$ cat config.mk
export PLATFORM = sky130hd
export DESIGN_NAME = mac_tile_dual
export DESIGN_NICKNAME = d
export VERILOG_FILES = /design/src/rtl/mac_pkg.sv /design/src/rtl/mac_tile_dual_mac.sv /design/src/rtl/mac_tile_dual.sv
export SDC_FILE = /design/constraint.sdc
export NUM_CORES = 1
export LEC_CHECK = 0
export BUFFER_PORTS_ARGS = -buffer_cell sky130_fd_sc_hd__buf_4
export CELL_PAD_IN_SITES_DETAIL_PLACEMENT = 1
export CELL_PAD_IN_SITES_GLOBAL_PLACEMENT = 2
export CORE_ASPECT_RATIO = 1.1
export CORE_MARGIN = 5
export CORE_UTILIZATION = 30
export DETAILED_ROUTE_END_ITERATION = 8
export HOLD_SLACK_MARGIN = 0.06
export PLACE_DENSITY_LB_ADDON = 0.1
export REMOVE_ABC_BUFFERS = 1
export SETUP_SLACK_MARGIN = 0.4
export SYNTH_ARGS = -nofsm -noshare
export SYNTH_HDL_FRONTEND = slang
export SYNTH_SLANG_ARGS = --single-unit
$ cat constraint.sdc
create_clock -name clk -period 5 [get_ports clk]
set_clock_uncertainty 0.1 [all_clocks]
set_input_delay 1 -clock clk [delete_from_list [all_inputs] [get_ports clk]]
set_output_delay 1 -clock clk [all_outputs]
set_load 0.03 [all_outputs]
$ cat src/rtl/mac_pkg.sv
// Shared definitions for the dual-dataflow MAC tile: instruction bit
// positions and dataflow mode encodings.
package mac_pkg;

    localparam int INST_LOAD  = 0;
    localparam int INST_EXEC  = 1;
    localparam int INST_DRAIN = 2;

    typedef enum logic {
        MODE_WS = 1'b0,
        MODE_OS = 1'b1
    } mode_e;

endpackage

$ cat src/rtl/mac_tile_dual_mac.sv
// Combinational multiply-add: out = c + a * b, wrapping modulo 2^psum_bw.
// a is signed or unsigned depending on act_signed; b is always signed.
module mac #(
    parameter int bw         = 4,
    parameter int psum_bw    = 16,
    parameter int act_signed = 0
) (
    input  logic [bw-1:0]      a,
    input  logic [bw-1:0]      b,
    input  logic [psum_bw-1:0] c,
    output logic [psum_bw-1:0] out
);

    logic signed [psum_bw-1:0] a_ext;
    logic signed [psum_bw-1:0] b_ext;

    // Extend both operands to the full psum width so the product wraps there
    always_comb begin
        a_ext = (act_signed != 0) ? {{(psum_bw-bw){a[bw-1]}}, a}
                                  : {{(psum_bw-bw){1'b0}}, a};
        b_ext = {{(psum_bw-bw){b[bw-1]}}, b};
        out   = c + (a_ext * b_ext);
    end

endmodule

$ cat src/rtl/mac_tile_dual.sv
// Systolic MAC tile with weight-stationary and output-stationary dataflows.
// Activations/instructions flow west->east, psums/weights/results flow
// north->south. OS mode keeps a local accumulator drained down the column.
module mac_tile_dual
    import mac_pkg::*;
#(
    parameter int bw         = 4,
    parameter int psum_bw    = 16,
    parameter int act_signed = 0
) (
    input  logic               clk,
    input  logic               reset,
    input  logic               mode,
    input  logic [bw-1:0]      in_w,
    output logic [bw-1:0]      out_e,
    input  logic [2:0]         inst_w,
    output logic [2:0]         inst_e,
    input  logic [psum_bw-1:0] in_n,
    output logic [psum_bw-1:0] out_s
);

    mode_e              mode_q;
    logic [bw-1:0]      b_q;
    logic [psum_bw-1:0] acc_q;
    logic               load_ready_q;
    logic               drain_done_q;

    logic [bw-1:0]      mul_b;
    logic [psum_bw-1:0] add_c;
    logic [psum_bw-1:0] mac_out;

    // WS multiplies by the stored weight and adds the incoming psum;
    // OS multiplies by the weight arriving from the north and adds acc_q
    always_comb begin
        mul_b = (mode_q == MODE_OS) ? in_n[bw-1:0] : b_q;
        add_c = (mode_q == MODE_OS) ? acc_q : in_n;
    end

    mac #(
        .bw        (bw),
        .psum_bw   (psum_bw),
        .act_signed(act_signed)
    ) u_mac (
        .a  (in_w),
        .b  (mul_b),
        .c  (add_c),
        .out(mac_out)
    );

    // Tile state: mode switch takes priority and swallows that edge's instruction
    always_ff @(posedge clk or posedge reset) begin
        if (reset) begin
            mode_q       <= MODE_WS;
            b_q          <= '0;
            acc_q        <= '0;
            load_ready_q <= 1'b1;
            drain_done_q <= 1'b0;
            out_e        <= '0;
            inst_e       <= '0;
            out_s        <= '0;
        end else if (mode_e'(mode) != mode_q) begin
            mode_q       <= mode_e'(mode);
            acc_q        <= '0;
            load_ready_q <= 1'b1;
            drain_done_q <= 1'b0;
            inst_e       <= '0;
            out_s        <= '0;
        end else if (mode_q == MODE_WS) begin
            if (inst_w[INST_LOAD] || inst_w[INST_EXEC])
                out_e <= in_w;
            // The first load seen latches this tile's weight; later loads are
            // passed east so each column tile captures the next weight in line
            if (inst_w[INST_LOAD] && load_ready_q) begin
                b_q          <= in_w;
                load_ready_q <= 1'b0;
            end
            inst_e[INST_LOAD]  <= inst_w[INST_LOAD] & ~load_ready_q;
            inst_e[INST_EXEC]  <= inst_w[INST_EXEC];
            inst_e[INST_DRAIN] <= 1'b0;
            out_s <= inst_w[INST_EXEC] ? mac_out : in_n;
        end else begin
            if (inst_w[INST_EXEC])
                out_e <= in_w;
            inst_e <= inst_w;
            if (inst_w[INST_DRAIN]) begin
                // First drain cycle emits our own result, then we relay the
                // results of the tiles above for the rest of the drain
                if (!drain_done_q) begin
                    out_s        <= acc_q;
                    acc_q        <= '0;
                    drain_done_q <= 1'b1;
                end else begin
                    out_s <= in_n;
                end
            end else begin
                drain_done_q <= 1'b0;
                if (inst_w[INST_EXEC]) begin
                    acc_q <= mac_out;
                    out_s <= {{(psum_bw-bw){1'b0}}, in_n[bw-1:0]};
                end else begin
                    out_s <= '0;
                end
            end
        end
    end

endmodule

Word-level counts from Yosys, hierarchy flattened:

Cells that the tools add are included.

* memory bits (read-only): 0
* memories: 0
* memory bits (writable): 0
* input port bits: 26
* logic and storage cells: 52
* bits in registers: 46
* output and inout port bits: 23
* bits in latches: 0

* magnitude comparators: 0
* bitwise gates (word level): 4
* div/mod/pow operators: 0
* equality and inequality tests: 4
* multipliers: 1
* shift-type cells: 0
* reductions and logical operators: 10
* add/subtract/negate cells: 1
* multiplexer cells: 24

Operator list (number)
* 2-to-1 mux 16 bit: 11
* 2-to-1 mux 4 bit: 5
* adder 16 bit: 1
* multiplier 5 x 4 -> 9 bit: 1
* AND reduction 3 bit: 3
* 2-to-1 mux 1 bit: 6
* 2-to-1 mux 3 bit: 2
* nonzero test 2 bit: 3
* inequality test 3 x 2 -> 1 bit (second input constant): 1
* NOT 1 bit: 3
* nonzero test 3 bit: 1
* inequality test 2 x 1 -> 1 bit (second input constant): 1
* inequality test 2 bit (second input constant): 1
* AND reduction 2 bit: 1
* AND 1 bit: 1
* logical AND 1 bit: 1
* logical OR 1 bit: 1
* inequality test 1 bit: 1

Logic depth before layout (Yosys ltp):

* depth in word-level cells: 7
* gate-level depth with buffers: 23
* mapped depth without buffers: 22

By module:

From an unflattened synthesis, not the netlist that was laid out.

* cell total of the unflattened synthesis: 352
* area, all modules: 3714.8 um2

Modules (own cells, without submodules)
* mac_tile_dual: sequential area each 1152.4 um2, cells each 192, times used 1, area an instance 2407.3 um2
* mac: sequential area each 0.0 um2, cells each 160, times used 1, area an instance 1307.5 um2

Worst setup path before layout:

OpenSTA, ideal clock, no wires.

* kind: input port to flip-flop
* start point: input port in_n[3]
* end point: register acc_q[15]
* data required time: 4.829 ns
* cell stages on the path: 17
* library setup time: 0.071 ns
* buffers on the path: 0
* arrival time: 5.542 ns
* setup slack: -0.713 ns
* cells stage by stage: mux2i_1 -> or2_2 -> fa_1 -> fa_1 -> fa_1 -> inv_1 -> ha_1 -> a21oi_1 -> o2111ai_1 -> nand3_1 -> ha_1 -> a21o_1 -> a21o_1 -> a21oi_1 -> o31ai_4 -> or4b_1 -> nand4_1

* word-level cells in the longest chain between the ends: 7
* elaborated cells between the ends (all ways): 8
* those cells by class: add/sub: 1; mul: 1; mux: 6

Ends and longest elaborated chain
* start: declaration: line mac_tile_dual.sv:18 `input logic [psum_bw-1:0] in_n,`
* 2-to-1 mux 4 bit: line mac_tile_dual.sv:35 `mul_b = (mode_q == MODE_OS) ? in_n[bw-1:0] : b_q;`
* multiplier 5 x 4 -> 9 bit: line mac_tile_dual_mac.sv:22 `out = c + (a_ext * b_ext);`
* adder 16 bit (*): line mac_tile_dual_mac.sv:22
* 2-to-1 mux 16 bit (*): line mac_tile_dual.sv:97 `if (inst_w[INST_EXEC]) begin`
* 2-to-1 mux 16 bit (*): line mac_tile_dual.sv:85 `if (inst_w[INST_DRAIN]) begin`
* 2-to-1 mux 16 bit (*): line mac_tile_dual.sv:68 `end else if (mode_q == MODE_WS) begin`
* 2-to-1 mux 16 bit (*): line mac_tile_dual.sv:61 `end else if (mode_e'(mode) != mode_q) begin`
* end signal: assignment: line mac_tile_dual.sv:98 `acc_q <= mac_out;`
* end: declaration: line mac_tile_dual.sv:24 `logic [psum_bw-1:0] acc_q;`

Every way passes the cells marked *; elsewhere a longest branch is shown, timed or not. The select of a mux whose other input is x is not followed.
A chain may end at the register's enable or synchronous reset.

Worst setup path in the final report:

* start point: input port in_n[1]
* end point: register out_s[14]

* word-level cells in the longest chain between the ends: 6
* elaborated cells between the ends (all ways): 7
* those cells by class: add/sub: 1; mul: 1; mux: 5

Ends and longest elaborated chain
* 2-to-1 mux 4 bit: line mac_tile_dual.sv:35
* multiplier 5 x 4 -> 9 bit: line mac_tile_dual_mac.sv:22
* adder 16 bit (*): line mac_tile_dual_mac.sv:22
* 2-to-1 mux 16 bit (*): line mac_tile_dual.sv:80 `out_s <= inst_w[INST_EXEC] ? mac_out : in_n;`
* 2-to-1 mux 16 bit (*): line mac_tile_dual.sv:68
* 2-to-1 mux 16 bit (*): line mac_tile_dual.sv:61
* end signal: assignment: line mac_tile_dual.sv:80
* end signal: assignment: line mac_tile_dual.sv:89 `out_s <= acc_q;`
* end signal: assignment: line mac_tile_dual.sv:93 `out_s <= in_n;`
* end: declaration: line mac_tile_dual.sv:19 `output logic [psum_bw-1:0] out_s`

Every way passes the cells marked *; elsewhere a longest branch is shown, timed or not.

==> Flow_metrics.wiki <==
{| class="wikitable"
! Metric !! Value
|-
| Total clock buffers created by CTS || 5
|-
| Highest achievable clock rate || 194.3 MHz
|-
| Clock root cell || clkbuf_16
|-
| Violations in the final reports || setup timing
|-
| Clk sink count || 46
|-
| DP HPWL || 8.454 mm
|-
| First element of the critical path || in_n[1]
|-
| Reg2reg path depth || 21
|-
| Final antenna-violating net count || 0
|-
| Count of warnings emitted by yosys || 0
|-
| Width of the die || 114.8 um
|-
| Top-level I/O count || 49
|-
| # DRC || 0
|-
| Residual overflow from global routing || 0
|-
| Routability cong. || 0.8021
|-
| Setup Slack @ Placement || -0.9711 ns
|-
| Post-route minimum period || 5.146 ns
|-
| Largest net degree at the start of global routing || 47
|-
| Number of nets in the layout || 557
|-
| Die outline area || 0.01439 mm^2
|-
| CP Data Required Time || 5.07 ns
|-
| First-pass detailed-route iteration total || 4
|-
| Top post-synthesis cells by area || dfrtp_1 (31%), ha_1 (12%), mux2_2 (7.5%), mux2i_1 (5.8%), nand2_1 (3.4%)
|-
| EDFF count, synth || 0
|-
| Total standard cell area after synthesis || 0.003626 mm^2
|-
| First-pass GRT wire length || 18.55 mm
|-
| Sort of element at the end of the critical path || register
|-
| Critical Setup Path Class || in -> reg
|-
| CTS clk-pin slew, worst paths || 0.07 ns
|-
| Slew of the pin with the lowest slew margin || 1.225 ns
|-
| Internal reg-to-reg setup slack || -0.03 ns
|-
| Sequential element share of the synthesized area || 0.3178
|-
| WL/cell || 17.77 um
|-
| Average vias per placed instance || 5.031
|-
| Die extent in y || 125.3 um
|-
| Skew-Pair Late Insertion Delay || 0.29 ns
|-
| Total cell area at the placement stage || 0.004591 mm^2
|-
| Antenna violations before repair || 0
|-
| Vias in the first global route || 3450
|-
| Starting utilization of the core area || 0.3040
|-
| Async S/R FF share, synth || 1.000
|-
| Result of the run || finished with violations
|-
| Max-slew headroom at the worst pin || 0.1773
|-
| Total via count in the routed design || 3250
|-
| First-iteration detailed-routing DRC count || 134
|-
| Count of endpoints failing hold in the final timing report || 0
|-
| Post-Syn Instances || 377
|-
| CTS tree || built
|-
| Sequential cell area || 0.001152 mm^2
|-
| Number of fill cells || 1333
|-
| Number of port buffers || 48
|-
| Cell variety after synth || 55
|-
| H-Tree Depth || 2
|-
| Count of hold-fix buffers inserted at cts || 0
|-
| Category of the worst setup path launch point || input port
|-
| Arrival @ worst endpoint || 5.21 ns
|-
| Final setup violation count || 13
|-
| Capture point of the worst path || out_s[14]$_DFF_PP0_
|-
| Total track usage || 0.1623
|-
| Non-Filler Cell Area, Final || 0.005276 mm^2
|-
| Share of layout cells above drive strength 1 || 0.4492
|-
| Hold slack final || 0.4090 ns
|-
| Final wirelength || 11.48 mm
|-
| Site Rows || 42
|-
| Slew Viols, Final || 0
|-
| Post-route clock period utilization || 1.029
|-
| Worst-case setup margin in the final layout || -0.1456 ns
|-
| Launch point of the worst reg-to-reg path || mode_q$_DFFE_PP0N_
|-
| Number of max-capacitance violations reported || 0
|-
| Setup repair after global routing missed its margin || yes
|-
| Multi-input gate area in the final layout || 0.002738 mm^2
|-
| Number of flip-flops and latches in the synthesized netlist || 46
|-
| Floorplan core area || 0.01193 mm^2
|-
| Max FO, Critical Path || 2
|-
| Share of the synthesized area in the top cell type || 0.3106
|-
| Worst hold path type || reg -> reg
|-
| Area overhead of the layout relative to synthesis || 45.51%
|-
| N_diodes || 0
|-
| Biggest area consumer among synthesized cells || dfrtp_1
|-
| Destination of the worst register-to-register timing path || out_s[14]$_DFF_PP0_
|-
| CTS Buffer Depth || 2
|-
| Average cell area after synthesis || 9.618 um^2
|-
| Ys flop type || dfrtp_1
|}
==> sequential cells by signal (all words and copies together) (netlist names) <==
register / count
acc_q: 16
b_q: 4
drain_done_q: 1
inst_e: 3
load_ready_q: 1
mode_q: 1
out_e: 4
out_s: 16
==> worst min-delay path by stage <==
stage,from,end,cells after the start
2_1_floorplan,acc_q[2]$_DFFE_PP0P_,acc_q[2]$_DFFE_PP0P_,2
3_3_place_gp,acc_q[10]$_DFFE_PP0P_,acc_q[10]$_DFFE_PP0P_,2
3_5_place_dp,b_q[3]$_DFFE_PP0P_,b_q[3]$_DFFE_PP0P_,1
4_1_cts,out_e[0]$_DFFE_PP0P_,out_e[0]$_DFFE_PP0P_,1
5_1_grt,b_q[0]$_DFFE_PP0P_,b_q[0]$_DFFE_PP0P_,1
6_report,acc_q[11]$_DFFE_PP0P_,acc_q[11]$_DFFE_PP0P_,2
==> cells by family after synthesis <==
family	after synthesis	synth area share
buffers and inverters	38	0.03968
AO/OA/AOI/OAI	96	0.1908
adder cells (fa/ha/maj)	40	0.1505
flip-flops	46	0.3178
multiplexers	45	0.1325
AND/OR/NAND/NOR	97	0.1325
XOR/XNOR	15	0.03623
==> synth_stat cells (3+ instances only) <==
cell type	number
clkbuf_1	10
o21ai_1	4
nand3_1	6
nand2b_1	5
nand2_1	33
o21ai_0	21
nor2b_1	7
a22o_1	8
a21o_1	9
o22a_1	3
xor2_1	3
fa_1	6
mux2i_1	21
ha_1	34
a211oi_1	8
mux2_2	24
a221oi_1	5
xnor2_1	12
nor2_1	23
dfrtp_1	45
a21oi_1	12
nor3_1	5
and2_1	5
a22oi_1	5
inv_1	25
==> placed cells by master, fill, tap and decap left out, drive strengths merged, types with 5 or more instances in the layout <==
| cell | n |
|---|---|
| buf | 120 |
| dfrtp | 45 |
| ha | 34 |
| nand2 | 33 |
| inv | 25 |
| o21ai | 25 |
| mux2 | 24 |
| nor2 | 23 |
| mux2i | 21 |
| a21oi | 13 |
| xnor2 | 12 |
| a21o | 9 |
| a22o | 8 |
| a211oi | 8 |
| nor2b | 7 |
| fa | 6 |
| nand3 | 6 |
| nand2b | 5 |
| and2 | 5 |
| a22oi | 5 |
| clkbuf | 5 |
| a221oi | 5 |
| nor3 | 5 |
==> worst max-delay path, cell delays in order <==
cell and delay [ns]:
buf_4 0.12, mux2_4 0.26, nand2_2 0.07, fa_1 0.41, fa_1 0.51, fa_1 0.42
inv_2 0.08, ha_4 0.15, inv_2 0.04, fa_2 0.36, inv_2 0.05, a21o_1 0.11
a21oi_2 0.05, xnor2_1 0.15, ha_2 0.32, o221ai_4 0.21, o31ai_2 0.10, a221oi_2 0.28
buf_4 0.17, mux2i_1 0.21, o311ai_1 0.12
==> stage by stage <==
step                  util  instances  TNS, ns
global placement    0.3848        627   -13.34
finish              0.4423        646   -1.135
CTS                 0.4227        645   -1.823
global route        0.4423        646   -3.965
floorplan                -        364   -8.795
detailed placement  0.3848        627   -13.73
==> layer usage <==
metal	up-vias	track usage	part of all wire
li1	1595	-	-
met1	1612	0.2333	0.50
met2	39	0.2617	0.46
met3	4	0.02078	0.028
met4	0	0.03315	0.0085
met5	-	0	0
==> area by class of cell <==
class	instances	share of cell area
Clock buffer	5	0.02371
Clock inverter	3	0.004031
Inverter	25	0.01779
Multi-Input combinational cell	293	0.5189
Sequential cell	46	0.2184
Tap cell	154	0.03652
Timing Repair Buffer	120	0.1807
==> repair_timing <==
action                                  in CTS  in global routing
cloned                                       0                  0
endpoints found under the setup margin      24                 24
setup buffers                               10                  1
resized for setup                           64                 38
pin swaps                                   36                 16
Power is not shown: default switching activity piles up to over one toggle a cycle in this logic, so the estimate is an artifact.
